<file path="src/rtl/sha256_host_if.sv">
// Stream bundle between sha256_host and its message source / digest sink.
// master is the host block; slave is the environment on the other side.
interface sha256_host_if;
  logic        in_valid;
  logic [31:0] in_data;
  logic        in_ready;
  logic        out_valid;
  logic [31:0] out_data;
  logic        out_last;
  logic        out_ready;

  modport master (
    input  in_valid, in_data, out_ready,
    output in_ready, out_valid, out_data, out_last
  );

  modport slave (
    output in_valid, in_data, out_ready,
    input  in_ready, out_valid, out_data, out_last
  );
endinterface

</file>
<file path="src/rtl/sha256_host.sv">
// Host driver for simplified_sha256: loads the message into shared memory,
// kicks the hasher, waits with a timeout, then streams the 8-word digest.
module sha256_host #(
  parameter int          NUM_OF_WORDS = 20,
  parameter logic [15:0] MESSAGE_ADDR = 16'h0000,
  parameter logic [15:0] OUTPUT_ADDR  = 16'h0100,
  parameter int          TIMEOUT      = 4096
) (
  input  logic        clk,
  input  logic        reset_n,
  sha256_host_if.master host,
  output logic        sha_start,
  input  logic        sha_done,
  output logic [15:0] sha_message_addr,
  output logic [15:0] sha_output_addr,
  output logic        mem_clk,
  output logic        mem_own,
  output logic        mem_we,
  output logic [15:0] mem_addr,
  output logic [31:0] mem_write_data,
  input  logic [31:0] mem_read_data,
  output logic        busy,
  output logic        err
);

  localparam int TW = $clog2(TIMEOUT + 1);
  localparam logic [7:0]    NW = 8'(NUM_OF_WORDS);
  localparam logic [TW-1:0] TO = TW'(TIMEOUT);

  typedef enum logic [2:0] {
    IDLE, LOAD, START, WAIT_LOW,
    WAIT_HIGH, READ, SEND, ERROR
  } state_e;

  state_e state_q, state_d;
  logic [7:0]       cnt_q, cnt_d;
  logic [TW-1:0]    tcnt_q, tcnt_d;
  logic [7:0][31:0] hash_q, hash_d;
  logic        start_q, start_d;
  logic        own_q, own_d;
  logic        we_q, we_d;
  logic [15:0] addr_q, addr_d;
  logic [31:0] wdata_q, wdata_d;
  logic        ovalid_q, ovalid_d;
  logic [31:0] odata_q, odata_d;
  logic        olast_q, olast_d;
  logic        busy_q, busy_d;
  logic        err_q, err_d;
  logic        accept;
  logic [2:0]  ridx;

  assign host.in_ready  = (state_q == IDLE) || (state_q == LOAD);
  assign accept         = host.in_valid && host.in_ready;
  assign ridx           = cnt_q[2:0] - 3'd1;
  assign host.out_valid = ovalid_q;
  assign host.out_data  = odata_q;
  assign host.out_last  = olast_q;
  assign sha_start      = start_q;
  assign sha_message_addr = MESSAGE_ADDR;
  assign sha_output_addr  = OUTPUT_ADDR;
  assign mem_clk        = clk;
  assign mem_own        = own_q;
  assign mem_we         = we_q;
  assign mem_addr       = addr_q;
  assign mem_write_data = wdata_q;
  assign busy           = busy_q;
  assign err            = err_q;

  always_comb begin
    state_d  = state_q;
    cnt_d    = cnt_q;
    tcnt_d   = tcnt_q;
    hash_d   = hash_q;
    start_d  = 1'b0;
    own_d    = own_q;
    we_d     = 1'b0;
    addr_d   = addr_q;
    wdata_d  = wdata_q;
    ovalid_d = ovalid_q;
    odata_d  = odata_q;
    olast_d  = olast_q;
    err_d    = err_q;
    unique case (state_q)
      IDLE, LOAD: begin
        if (accept) begin
          we_d    = 1'b1;
          addr_d  = MESSAGE_ADDR + {8'h00, cnt_q};
          wdata_d = host.in_data;
          cnt_d   = cnt_q + 8'd1;
          state_d = (cnt_d == NW) ? START : LOAD;
        end
      end
      START: begin
        own_d   = 1'b0;
        start_d = 1'b1;
        state_d = WAIT_LOW;
      end
      WAIT_LOW, WAIT_HIGH: begin
        tcnt_d = tcnt_q + 1'b1;
        if (tcnt_d == TO) begin
          state_d = ERROR;
          err_d   = 1'b1;
          own_d   = 1'b1;
        end else if (state_q == WAIT_LOW) begin
          if (!sha_done) state_d = WAIT_HIGH;
        end else if (sha_done) begin
          state_d = READ;
          own_d   = 1'b1;
          cnt_d   = 8'd0;
          addr_d  = OUTPUT_ADDR;
        end
      end
      READ: begin
        // cnt_q counts issue slots; data for slot n-1 lands at slot n
        cnt_d = cnt_q + 8'd1;
        if (cnt_q != 8'd0) hash_d[ridx] = mem_read_data;
        if (cnt_q < 8'd7) addr_d = OUTPUT_ADDR + {8'h00, cnt_d};
        if (cnt_q == 8'd8) begin
          state_d  = SEND;
          cnt_d    = 8'd0;
          ovalid_d = 1'b1;
          odata_d  = hash_q[0];
          olast_d  = 1'b0;
        end
      end
      SEND: begin
        if (host.out_ready) begin
          if (cnt_q == 8'd7) begin
            state_d  = IDLE;
            cnt_d    = 8'd0;
            tcnt_d   = '0;
            ovalid_d = 1'b0;
            olast_d  = 1'b0;
          end else begin
            cnt_d   = cnt_q + 8'd1;
            odata_d = hash_q[cnt_d[2:0]];
            olast_d = (cnt_d == 8'd7);
          end
        end
      end
      ERROR: begin
        err_d = 1'b1;
        own_d = 1'b1;
      end
    endcase
    busy_d = (state_d != IDLE);
  end

  always_ff @(posedge clk or negedge reset_n) begin
    if (!reset_n) begin
      state_q  <= IDLE;
      cnt_q    <= '0;
      tcnt_q   <= '0;
      hash_q   <= '0;
      start_q  <= 1'b0;
      own_q    <= 1'b1;
      we_q     <= 1'b0;
      addr_q   <= '0;
      wdata_q  <= '0;
      ovalid_q <= 1'b0;
      odata_q  <= '0;
      olast_q  <= 1'b0;
      busy_q   <= 1'b0;
      err_q    <= 1'b0;
    end else begin
      state_q  <= state_d;
      cnt_q    <= cnt_d;
      tcnt_q   <= tcnt_d;
      hash_q   <= hash_d;
      start_q  <= start_d;
      own_q    <= own_d;
      we_q     <= we_d;
      addr_q   <= addr_d;
      wdata_q  <= wdata_d;
      ovalid_q <= ovalid_d;
      odata_q  <= odata_d;
      olast_q  <= olast_d;
      busy_q   <= busy_d;
      err_q    <= err_d;
    end
  end

endmodule
</file>
<file path="src/flat_wrapper.sv">
// flat-port wrapper written by rule: the top's interface ports become plain ports
module sha256_host_flat 
#(
  parameter int          NUM_OF_WORDS = 20,
  parameter logic [15:0] MESSAGE_ADDR = 16'h0000,
  parameter logic [15:0] OUTPUT_ADDR  = 16'h0100,
  parameter int          TIMEOUT      = 4096
)
  (clk, reset_n, sha_start, sha_done, sha_message_addr, sha_output_addr, mem_clk, mem_own, mem_we, mem_addr, mem_write_data, mem_read_data, busy, err, host_in_valid, host_in_data, host_out_ready, host_in_ready, host_out_valid, host_out_data, host_out_last);
  sha256_host_if host_i ();
  input  logic clk;
  input  logic reset_n;
  output logic sha_start;
  input  logic sha_done;
  output logic [15:0] sha_message_addr;
  output logic [15:0] sha_output_addr;
  output logic mem_clk;
  output logic mem_own;
  output logic mem_we;
  output logic [15:0] mem_addr;
  output logic [31:0] mem_write_data;
  input  logic [31:0] mem_read_data;
  output logic busy;
  output logic err;
  input wire logic [$bits(host_i.in_valid)-1:0] host_in_valid;
  input wire logic [$bits(host_i.in_data)-1:0] host_in_data;
  input wire logic [$bits(host_i.out_ready)-1:0] host_out_ready;
  output wire logic [$bits(host_i.in_ready)-1:0] host_in_ready;
  output wire logic [$bits(host_i.out_valid)-1:0] host_out_valid;
  output wire logic [$bits(host_i.out_data)-1:0] host_out_data;
  output wire logic [$bits(host_i.out_last)-1:0] host_out_last;
  assign host_i.in_valid = host_in_valid;
  assign host_i.in_data = host_in_data;
  assign host_i.out_ready = host_out_ready;
  assign host_in_ready = host_i.in_ready;
  assign host_out_valid = host_i.out_valid;
  assign host_out_data = host_i.out_data;
  assign host_out_last = host_i.out_last;
  sha256_host #(.NUM_OF_WORDS(NUM_OF_WORDS), .MESSAGE_ADDR(MESSAGE_ADDR), .OUTPUT_ADDR(OUTPUT_ADDR), .TIMEOUT(TIMEOUT)) u_core (.clk(clk), .reset_n(reset_n), .host(host_i), .sha_start(sha_start), .sha_done(sha_done), .sha_message_addr(sha_message_addr), .sha_output_addr(sha_output_addr), .mem_clk(mem_clk), .mem_own(mem_own), .mem_we(mem_we), .mem_addr(mem_addr), .mem_write_data(mem_write_data), .mem_read_data(mem_read_data), .busy(busy), .err(err));
endmodule
</file>
<file path="config.mk">
export PLATFORM = sky130hd
export DESIGN_NAME = sha256_host_flat
export DESIGN_NICKNAME = d
export VERILOG_FILES = /design/src/rtl/sha256_host_if.sv /design/src/rtl/sha256_host.sv /design/src/flat_wrapper.sv
export SDC_FILE = /design/constraint.sdc
export NUM_CORES = 1
export LEC_CHECK = 0
export ABC_AREA = 1
export BUFFER_PORTS_ARGS = -buffer_cell sky130_fd_sc_hd__buf_2
export CAP_MARGIN = 0
export CORE_MARGIN = 2
export CORE_UTILIZATION = 50
export CTS_BUF_LIST = sky130_fd_sc_hd__clkbuf_16
export DETAILED_ROUTE_END_ITERATION = 8
export PLACE_DENSITY = 0.67
export REMOVE_ABC_BUFFERS = 1
export SYNTH_ARGS = -nofsm -noshare
export SYNTH_HDL_FRONTEND = slang
export SYNTH_SLANG_ARGS = --single-unit
</file>
<file path="constraint.sdc">
create_clock -name clk -period 3.55 [get_ports clk]
set_clock_uncertainty 0.2 [all_clocks]
set_input_delay 0.1775 -clock clk [delete_from_list [all_inputs] [get_ports clk]]
set_output_delay 0.1775 -clock clk [all_outputs]
set_load 0.005 [all_outputs]
</file>
==> results of run 1 <==
## sequential cells by signal (all words and copies together), names as in the netlist, 3 cells and up
name and count:
u_core.tcnt_q 13, u_core.cnt_q 8, u_core.host.out_data 32, u_core.hash_q 256, u_core.mem_write_data 32, u_core.state_q 3
u_core.mem_addr 9
## cells in the mapped netlist (all sizes together)
cell	instances	area, um^2
conb	2	7.51
a21oi	70	362
nand3	33	170
nand2	474	1780
buf	70	444
inv	171	642
nand3b	3	22.5
xor2	2	17.5
o22ai	45	282
dfrtp	359	8980
o21ai	434	2170
dfstp	1	26.3
o211a	1	10.0
o211ai	65	488
o21bai	1	7.51
clkinv	2	7.51
o31ai	2	15.0
a31oi	5	31.3
ha	4	50.1
nor3	2	15.0
nand4	25	156
nor2	175	674
clkbuf	95	357
## placed cells by master, fill, tap and decap left out, types with 2 or more instances in the layout
cell type,netlist,final
nand2_1,473,468
o21ai_0,402,402
dfrtp_1,359,358
inv_1,168,173
nor2_1,170,170
buf_2,19,149
dlygate4sd3_1,0,101
a21oi_1,69,69
o211ai_1,65,65
o22ai_1,45,45
clkbuf_16,0,43
conb_1,2,39
o21ai_1,32,32
nand3_1,32,29
nand4_1,25,25
buf_4,42,25
clkinv_1,2,11
clkinv_2,0,7
buf_12,0,7
inv_2,3,6
nand2_2,1,6
a31oi_1,5,5
nor2_2,4,4
nand3_2,1,4
nand3b_1,3,3
ha_1,4,3
xor2_1,2,2
o31ai_1,2,2
clkinvlp_4,0,2
bufinv_16,0,2
clkinv_4,0,2
## logic make-up (layout without fill, tap and decap cells)
group           count (synthesis)  after routing  share of synthesized area [%]
compound gates                623            623                           20.1
buf+inv                       338            532                           8.67
flops                         360            360                           53.9
other cells                     2             39                         0.0449
xor+xnor                        2              2                          0.105
simple gates                  712            712                           16.9
fa+ha+maj                       4              4                          0.299
## how the worst min path moves through the flow
stage | from | to | slack, ns | cells past startpoint
after floorplan | reset_n | u_core.busy | -0.32 | 0
after global placement | reset_n | u_core.mem_write_data[25] | 0.02 | 1
after detailed placement | reset_n | u_core.mem_addr[1] | 0.02 | 1
after CTS | mem_read_data[0] | u_core.hash_q[64] | 0.21 | 4
after global routing | mem_read_data[8] | u_core.hash_q[232] | 0.26 | 4
final | mem_read_data[20] | u_core.hash_q[244] | 0.22 | 4
## worst max-delay path: cells and delay by family (launching register included)
family	cells	cell delay, ns
buffers and inverters	2	1.33
AND/OR/NAND/NOR	1	0.09
flip-flops	1	0.46
AO/OA/AOI/OAI	6	0.74
## per-stage QoR
stage	setup TNS (ns)	instance area, um^2	std cells	setup WS (ns)
after floorplan	-1397.40	16100	1913	-5.52
after global placement	0	17700	2537	0.651
after detailed placement	0	17700	2537	0.594
after CTS	0	20100	2714	0.580
after global routing	0	20100	2714	0.273
final	0	20100	2714	0.553
## final cells by class
type | count | area (um^2)
flip-flops and latches | 360 | 9010
repair buffers | 283 | 2120
fillers | 2862 | 12600
clock buffers | 44 | 1080
inverters | 173 | 649
multi-input cells | 1380 | 6430
clock inverters | 32 | 216
well taps | 442 | 553
## power breakdown
part	total [mW]	internal [mW]	switching (mW)
clock	4.06	2.35	1.71
sequential	4.13	4.12	0.00970
combinational	0.286	0.110	0.176
## metal layers
metal	wire length (um)	share of wire [%]	track usage [%]	vias up
met4	717	1.7	6.17	0
met2	20200	47	41.2	435
met1	20100	46	35.3	7079
met5	0	0	0	-
li1	-	-	-	7057
met3	2370	5.5	4.18	58
==> impl_metrics.toml, run 1 <==
[run_status]
status = "finished clean"

[worst_setup_path]
critPathLaunchType = "flop"
crit_fanout = 100
path_cells = "buf_4, buf_4, a21oi_1, o21ai_0, o211ai_1, o211ai_1, o21ai_0, nand2_1, o21ai_1"
rr_startpoint = "u_core.cnt_q[0]"
cp.arrival_ns = 3.31
endpoint = "u_core.host.out_data[10]"
reg2regPathDepth = 9
worst_path_largest_cell_delay_ns = 0.83
cp-startpoint = "u_core.cnt_q[0]"
crit_path_end_kind = "flop"
critPathRequiredTime_ns = 3.86
r2r_end = "u_core.host.out_data[10]"
worstSetupPathType = "flop to flop"
rrSetupSlack_ns = 0.55
crit_slowest_cell = "buf_4"

[detailed_routing]
ant_nets = 0
wl_per_cell_um = 16.0
num_vias = 14629
drtIter0Drc = 1221
vias_per_cell = 5.39
drc = 0
dr.pass1.iters = 6
routed_wl_um = 43400

[sta]
setup-violations-final = 0
rsz0062_at_grt = "false"
final_hold_viol_count = 0
timing.hold.ws_ns = 0.225
slew_viol_final = 0
clock.fmax_ghz = 0.334
tightestPinTransition_ns = 1.19
timing.slew.headroom_pct = 20.6
period_share_pct = 84.4
fin_crit_ns = 3.00

[floorplanning]
io_pins = 190
coreArea_um2 = 32700
die-width_um = 187
die_h_um = 187
initial_core_util_pct = 51.1
dieArea_um2 = 34900
num_rows = 66

[yosys]
syn_area_um2 = 16700
yosysWarnings = 0
avgSynthCellArea_um2 = 8.19
synthCells = 2041
seq_area_frac_synth_pct = 53.9
ys_ff_latch = 360
synth.distinct_cells = 33

[global_route]
grt_max_degree = 103
antenna_found_initial = 0
grt_pass1_wl_um = 73200
first_global_vias = 14260
grt_overflow = 0
grt.total_usage_pct = 25.2

[clock_tree]
cts_tree = "done"
post_cts_buffers = 0
clk_latency_ns = 0.65
cts_resized = 0
holdBufCountCts = 102
clkTransAtPathRegs_ns = 0.06

[finish]
diodes = 0
drive_above_1_share_pct = 11.8
utilization_pct = 61.4
nNetsFinal = 2315
area_growth_pct = 20.0

[power_and_ir_drop]
irDropWorstVdd_uv = 370
p_leak_nw = 10.2
power_mw = 8.48
cellPowerDensity_nw_per_um2 = 422

[hold_path]
hp-class = "primary input to flop"

[placement]
dp.final_hpwl_um = 24700
io_buffers = 150
gp_congestion = 0.906

[run]
cap_violations = 0
Note: power is estimated with default switching activity, not from simulation.
==> run 2: changes to the inputs <==
Clock period 3.55 ns to 2.9 ns, I/O delays scaled along.
==> impl_metrics.toml, run 2 (synthesis gave the netlist of run 1 again) <==
[worst_setup_path]
endpoint = "u_core.mem_write_data[0]"
rrSetupSlack_ns = 0.17
critPathLaunchType = "flop"
crit_slowest_cell = "dlygate4sd3_1"
path_cells = "nor2_1, nand2_1, clkinv_1, buf_6, nand2_1, dlygate4sd3_1, nand2_1, dlygate4sd3_1"
path_delay_family = "buffers and inverters"
crit_cells = 8
reg2regPathDepth = 8
worstSetupPathType = "flop to flop"
crit_path_end_kind = "flop"
cp-startpoint = "u_core.state_q[1]"
critPathRequiredTime_ns = 3.27
r2r_end = "u_core.mem_write_data[0]"
cp.arrival_ns = 3.10
path_buf_inv = 4
cpMostUsedCell = "nand2_1"
worst_path_largest_cell_delay_ns = 0.58
rr_startpoint = "u_core.state_q[1]"
crit_fanout = 33

[floorplanning]
die_h_um = 187
die-width_um = 187
initial_core_util_pct = 51.1
coreArea_um2 = 32700
dieArea_um2 = 34900
io_pins = 190
num_rows = 66

[sta]
final_hold_viol_count = 0
setup-violations-final = 0
tightestPinTransition_ns = 0.811
timing.slew.headroom_pct = 45.9
slew_viol_final = 0
tns_ns = 0
worst_slack_ns = 0.168
fin_crit_ns = 2.73
period_share_pct = 94.2
timing.hold.ws_ns = 0.204
rsz0062_at_grt = "false"
clock.fmax_ghz = 0.366

[global_route]
antenna_found_initial = 0
grt_overflow = 0
grt_pass1_wl_um = 71900
first_global_vias = 13910
grt.total_usage_pct = 24.7
grt_max_degree = 103

[clock_tree]
cts_tree = "done"
clkTransAtPathRegs_ns = 0.06
post_cts_buffers = 0
clk_latency_ns = 0.64

[placement]
dpl_cell_area_um2 = 17800
io_buffers = 150
dp_cells = 2542
dp.final_hpwl_um = 23900
dpl_worst_slack_ns = 0.0656
gp_congestion = 0.864

[finish]
seqCellArea_um2 = 9010
layout_common_cells = "nand2_1 (468), o21ai_0 (402), dfrtp_1 (358), inv_1 (173), nor2_1 (170)"
stdcell_count = 2725
layout_commonest_cell = "nand2_1"
area_growth_pct = 21.3
drive_above_1_share_pct = 12.1
top_register = "u_core.hash_q"
largest_register_ffs = 256
fin_area_um2 = 20300
nNetsFinal = 2326
diodes = 0
utilization_pct = 62.0
multi_input_area_um2 = 6430
nFillCells = 2844

[detailed_routing]
vias_per_cell = 5.37
dr.pass1.iters = 5
drtIter0Drc = 1275
drc = 0
wl_per_cell_um = 15.8
routed_wl_um = 43100
num_vias = 14634
ant_nets = 0

[hold_path]
hp-class = "primary input to flop"

[power_and_ir_drop]
irDropWorstVdd_uv = 720
power_mw = 10.6
cellPowerDensity_nw_per_um2 = 523
p_leak_nw = 10.3

[run]
cap_violations = 0

[run_status]
status = "finished clean"
## run 2: cell count changes in the layout (fill, tap and decap cells not counted)
cell           before  now
buf_12              7    9
buf_6               0    3
bufinv_16           2    4
clkbuf_16          43   44
clkinv_1           11    7
clkinv_4            2    4
clkinv_8            1    0
dlygate4sd3_1     101  107
inv_16              0    1
inv_6               1    0
## run 2: final cells by class
class / count / share of cell area [%]
Clock buffer: 45 / 5.45
Clock inverter: 31 / 1.35
Inverter: 173 / 3.20
Multi-Input combinational cell: 1380 / 31.7
Sequential cell: 360 / 44.4
Tap cell: 442 / 2.73
Timing Repair Buffer: 294 / 11.1
## run 2: worst min-delay path by stage
stage / depth (start not counted) / to / start
floorplan: 0 / u_core.busy / reset_n
global placement: 1 / u_core.busy / reset_n
detailed placement: 1 / u_core.mem_write_data[25] / reset_n
CTS: 4 / u_core.hash_q[64] / mem_read_data[0]
global route: 4 / u_core.hash_q[64] / mem_read_data[0]
finish: 4 / u_core.hash_q[212] / mem_read_data[20]
## run 2: worst min-delay path: stages
cell and delay, ns:
dlygate4sd3_1 0.52, buf_2 0.09, inv_1 0.09, o21ai_0 0.16
## run 2: where the power goes
part / switching (mW) / internal, mW / total [mW]
logic: 0.214 / 0.134 / 0.348
registers: 0.0114 / 5.05 / 5.06
clock network: 2.09 / 3.13 / 5.21
total: 2.31 / 8.31 / 10.6
## run 2: timing repair
action / in CTS / in global routing
endpoints found under the hold margin: 663 / 0
gates resized for setup: 0 / 3
hold buffers: 108 / 0
setup endpoints to repair: 0 / 118
## run 2: routing by layer
layer | GRT usage [%] | vias up | share of wire, %
li1 | - | 7094 | -
met1 | 35.9 | 6970 | 46
met2 | 39.0 | 493 | 46
met3 | 3.64 | 77 | 6.1
met4 | 6.32 | 0 | 2.0
met5 | 0 | - | 0
==> run 3: changes to the inputs <==
Settings changed: ABC_AREA 1 to default.
==> impl_metrics.toml, run 3 <==
[finish]
nFillCells = 2632
largest_register_ffs = 256
nNetsFinal = 1546
area_growth_pct = 19.8
multi_input_area_um2 = 7310
utilization_pct = 60.6
drive_above_1_share_pct = 42.5
layout_common_cells = "dfrtp_1 (358), mux2_2 (284), buf_2 (149), dlygate4sd3_1 (68), o21ai_0 (67)"
top_register = "u_core.hash_q"
seqCellArea_um2 = 9010
layout_commonest_cell = "dfrtp_1"

[yosys]
synth.most_common_cell = "dfrtp_1"
avgSynthCellArea_um2 = 13.5
synth_top_area_share_pct = 53.3
synth.distinct_cells = 67
synthCells = 1254
yosysWarnings = 0
ys.flop_type = "dfrtp_1"
synth.top_cells.by_area = "dfrtp_1 (53%), mux2_2 (19%), mux4_2 (8.5%), o21ai_0 (2.0%), mux2i_1 (1.9%)"
synth_edf_count = 0
ys_ff_latch = 360
yosys.area.top_type = "dfrtp_1"
synth_common_cells = "dfrtp_1 (359), mux2_2 (284), o21ai_0 (67)"
async_flop_share_pct = 100
syn_area_um2 = 16900
seq_area_frac_synth_pct = 53.4

[worst_setup_path]
crit_fanout = 7
path_delay_family = "compound AO/OA/AOI/OAI gates"
crit_slowest_cell = "o21ai_1"
cp.arrival_ns = 3.10
path_cells = "ha_1, and2_1, nand3_1, o22a_1, o21ai_1, nor2_1, a31o_2"
path_buf_inv = 0
critPathRequiredTime_ns = 3.23
crit_path_end_kind = "flop"
critPathLaunchType = "flop"
worstSetupPathType = "flop to flop"
worst_path_largest_cell_delay_ns = 0.50

[hold_path]
hp-class = "primary input to asynchronous set/reset pin"

[power_and_ir_drop]
power_mw = 10.6
p_leak_nw = 9.18
cellPowerDensity_nw_per_um2 = 524
irDropWorstVdd_uv = 471

[floorplanning]
die-width_um = 188
dieArea_um2 = 35200
io_pins = 190
die_h_um = 188
num_rows = 67
coreArea_um2 = 33400
initial_core_util_pct = 50.6

[sta]
period_share_pct = 95.8
worst_slack_ns = 0.123
timing.hold.ws_ns = 0.00464
tightestPinTransition_ns = 0.657
timing.slew.headroom_pct = 56.0
setup-violations-final = 0
slew_viol_final = 0
fin_crit_ns = 2.78
rsz0062_at_grt = "false"
final_hold_viol_count = 0
clock.fmax_ghz = 0.360

[detailed_routing]
num_vias = 10743
drc = 0
routed_wl_um = 36900
wl_per_cell_um = 18.9
drtIter0Drc = 671
vias_per_cell = 5.50
ant_nets = 0
dr.pass1.iters = 5

[clock_tree]
post_cts_buffers = 0
cts_tree = "done"
clk_latency_ns = 0.65
cts_resized = 0
clkTransAtPathRegs_ns = 0.06

[global_route]
grt_overflow = 0
grt.total_usage_pct = 21.4
grt_pass1_wl_um = 59900
first_global_vias = 10990
grt_max_degree = 77
antenna_found_initial = 1

[placement]
dp.final_hpwl_um = 21700
io_buffers = 150
dpl_worst_slack_ns = 0.219
gp_congestion = 0.845

[run]
cap_violations = 0

[run_status]
status = "finished clean"
run 3: cell families (layout without fill, tap and decap cells):
| group | Yosys count | in the layout | share of synthesized area [%] |
|---|---|---|---|
| other | 2 | 41 | 0.0445 |
| and+or+nand+nor | 193 | 193 | 5.46 |
| adders and majority gates | 4 | 4 | 0.297 |
| DFF | 360 | 360 | 53.4 |
| muxes | 392 | 392 | 30.4 |
| AOI/OAI and AO/OA | 158 | 158 | 5.59 |
| buffers and inverters | 137 | 351 | 4.40 |
| xor gates and xnor gates | 8 | 8 | 0.415 |
run 3: timing repair:
| item | in CTS | in global routing |
|---|---|---|
| hold endpoints to repair | 657 | 0 |
| endpoints found under the setup margin | 0 | 0 |
| hold buffers | 69 | 0 |
run 3: path summary, 6_finish.rpt:
path                       slack (ns)                        end  cells after the start                    start
max                              0.12            u_core.cnt_q[4]                      7          u_core.cnt_q[1]
min reg2reg                      0.27    u_core.host.out_data[0]                      2  u_core.host.out_data[0]
min                             0.005           u_core.tcnt_q[7]                      3                  reset_n
max in group asynchronous        2.05   u_core.mem_write_data[5]                      3                  reset_n
min in group clk                 0.08  u_core.mem_write_data[21]                      3         host_in_data[21]
max reg2reg                      0.12            u_core.cnt_q[4]                      7          u_core.cnt_q[1]
run 3: layer usage:
layer  share of wire (%)  GRT usage, %
met4                 1.8          5.97
met2                  50          35.4
met3                 3.8          3.52
met5                   0             0
met1                  45          29.4
run 3: power breakdown:
group	total [mW]	internal [mW]	leakage [nW]	switching, mW
Sequential	5.17	5.12	4.46	0.0496
Clock	5.02	2.98	0.684	2.05
Combinational	0.397	0.183	4.03	0.214
run 3: worst min-delay path, cell delays in order:
cell	delay, ns
dlygate4sd3_1	0.56
buf_8	0.21
buf_16	0.31
run 3: metrics by stage:
| step | instances | TNS, ns | cell area (um^2) |
|---|---|---|---|
| 2_1_floorplan | 1167 | -1254.27 | 16300 |
| 3_3_place_gp | 1807 | 0 | 18200 |
| 3_5_place_dp | 1807 | 0 | 18200 |
| 4_1_cts | 1953 | 0 | 20200 |
| 5_1_grt | 1954 | 0 | 20200 |
| 6_report | 1955 | 0 | 20200 |
run 3: area by class of cell:
cell class                      instances  area share (%)
Inverter                               13           0.241
Clock buffer                           46            5.60
Timing Repair Buffer                  260            9.61
Tap cell                              448            2.77
Clock inverter                         32           0.984
Antenna cell                            2          0.0248
Multi-Input combinational cell        794            36.2
Sequential cell                       360            44.6
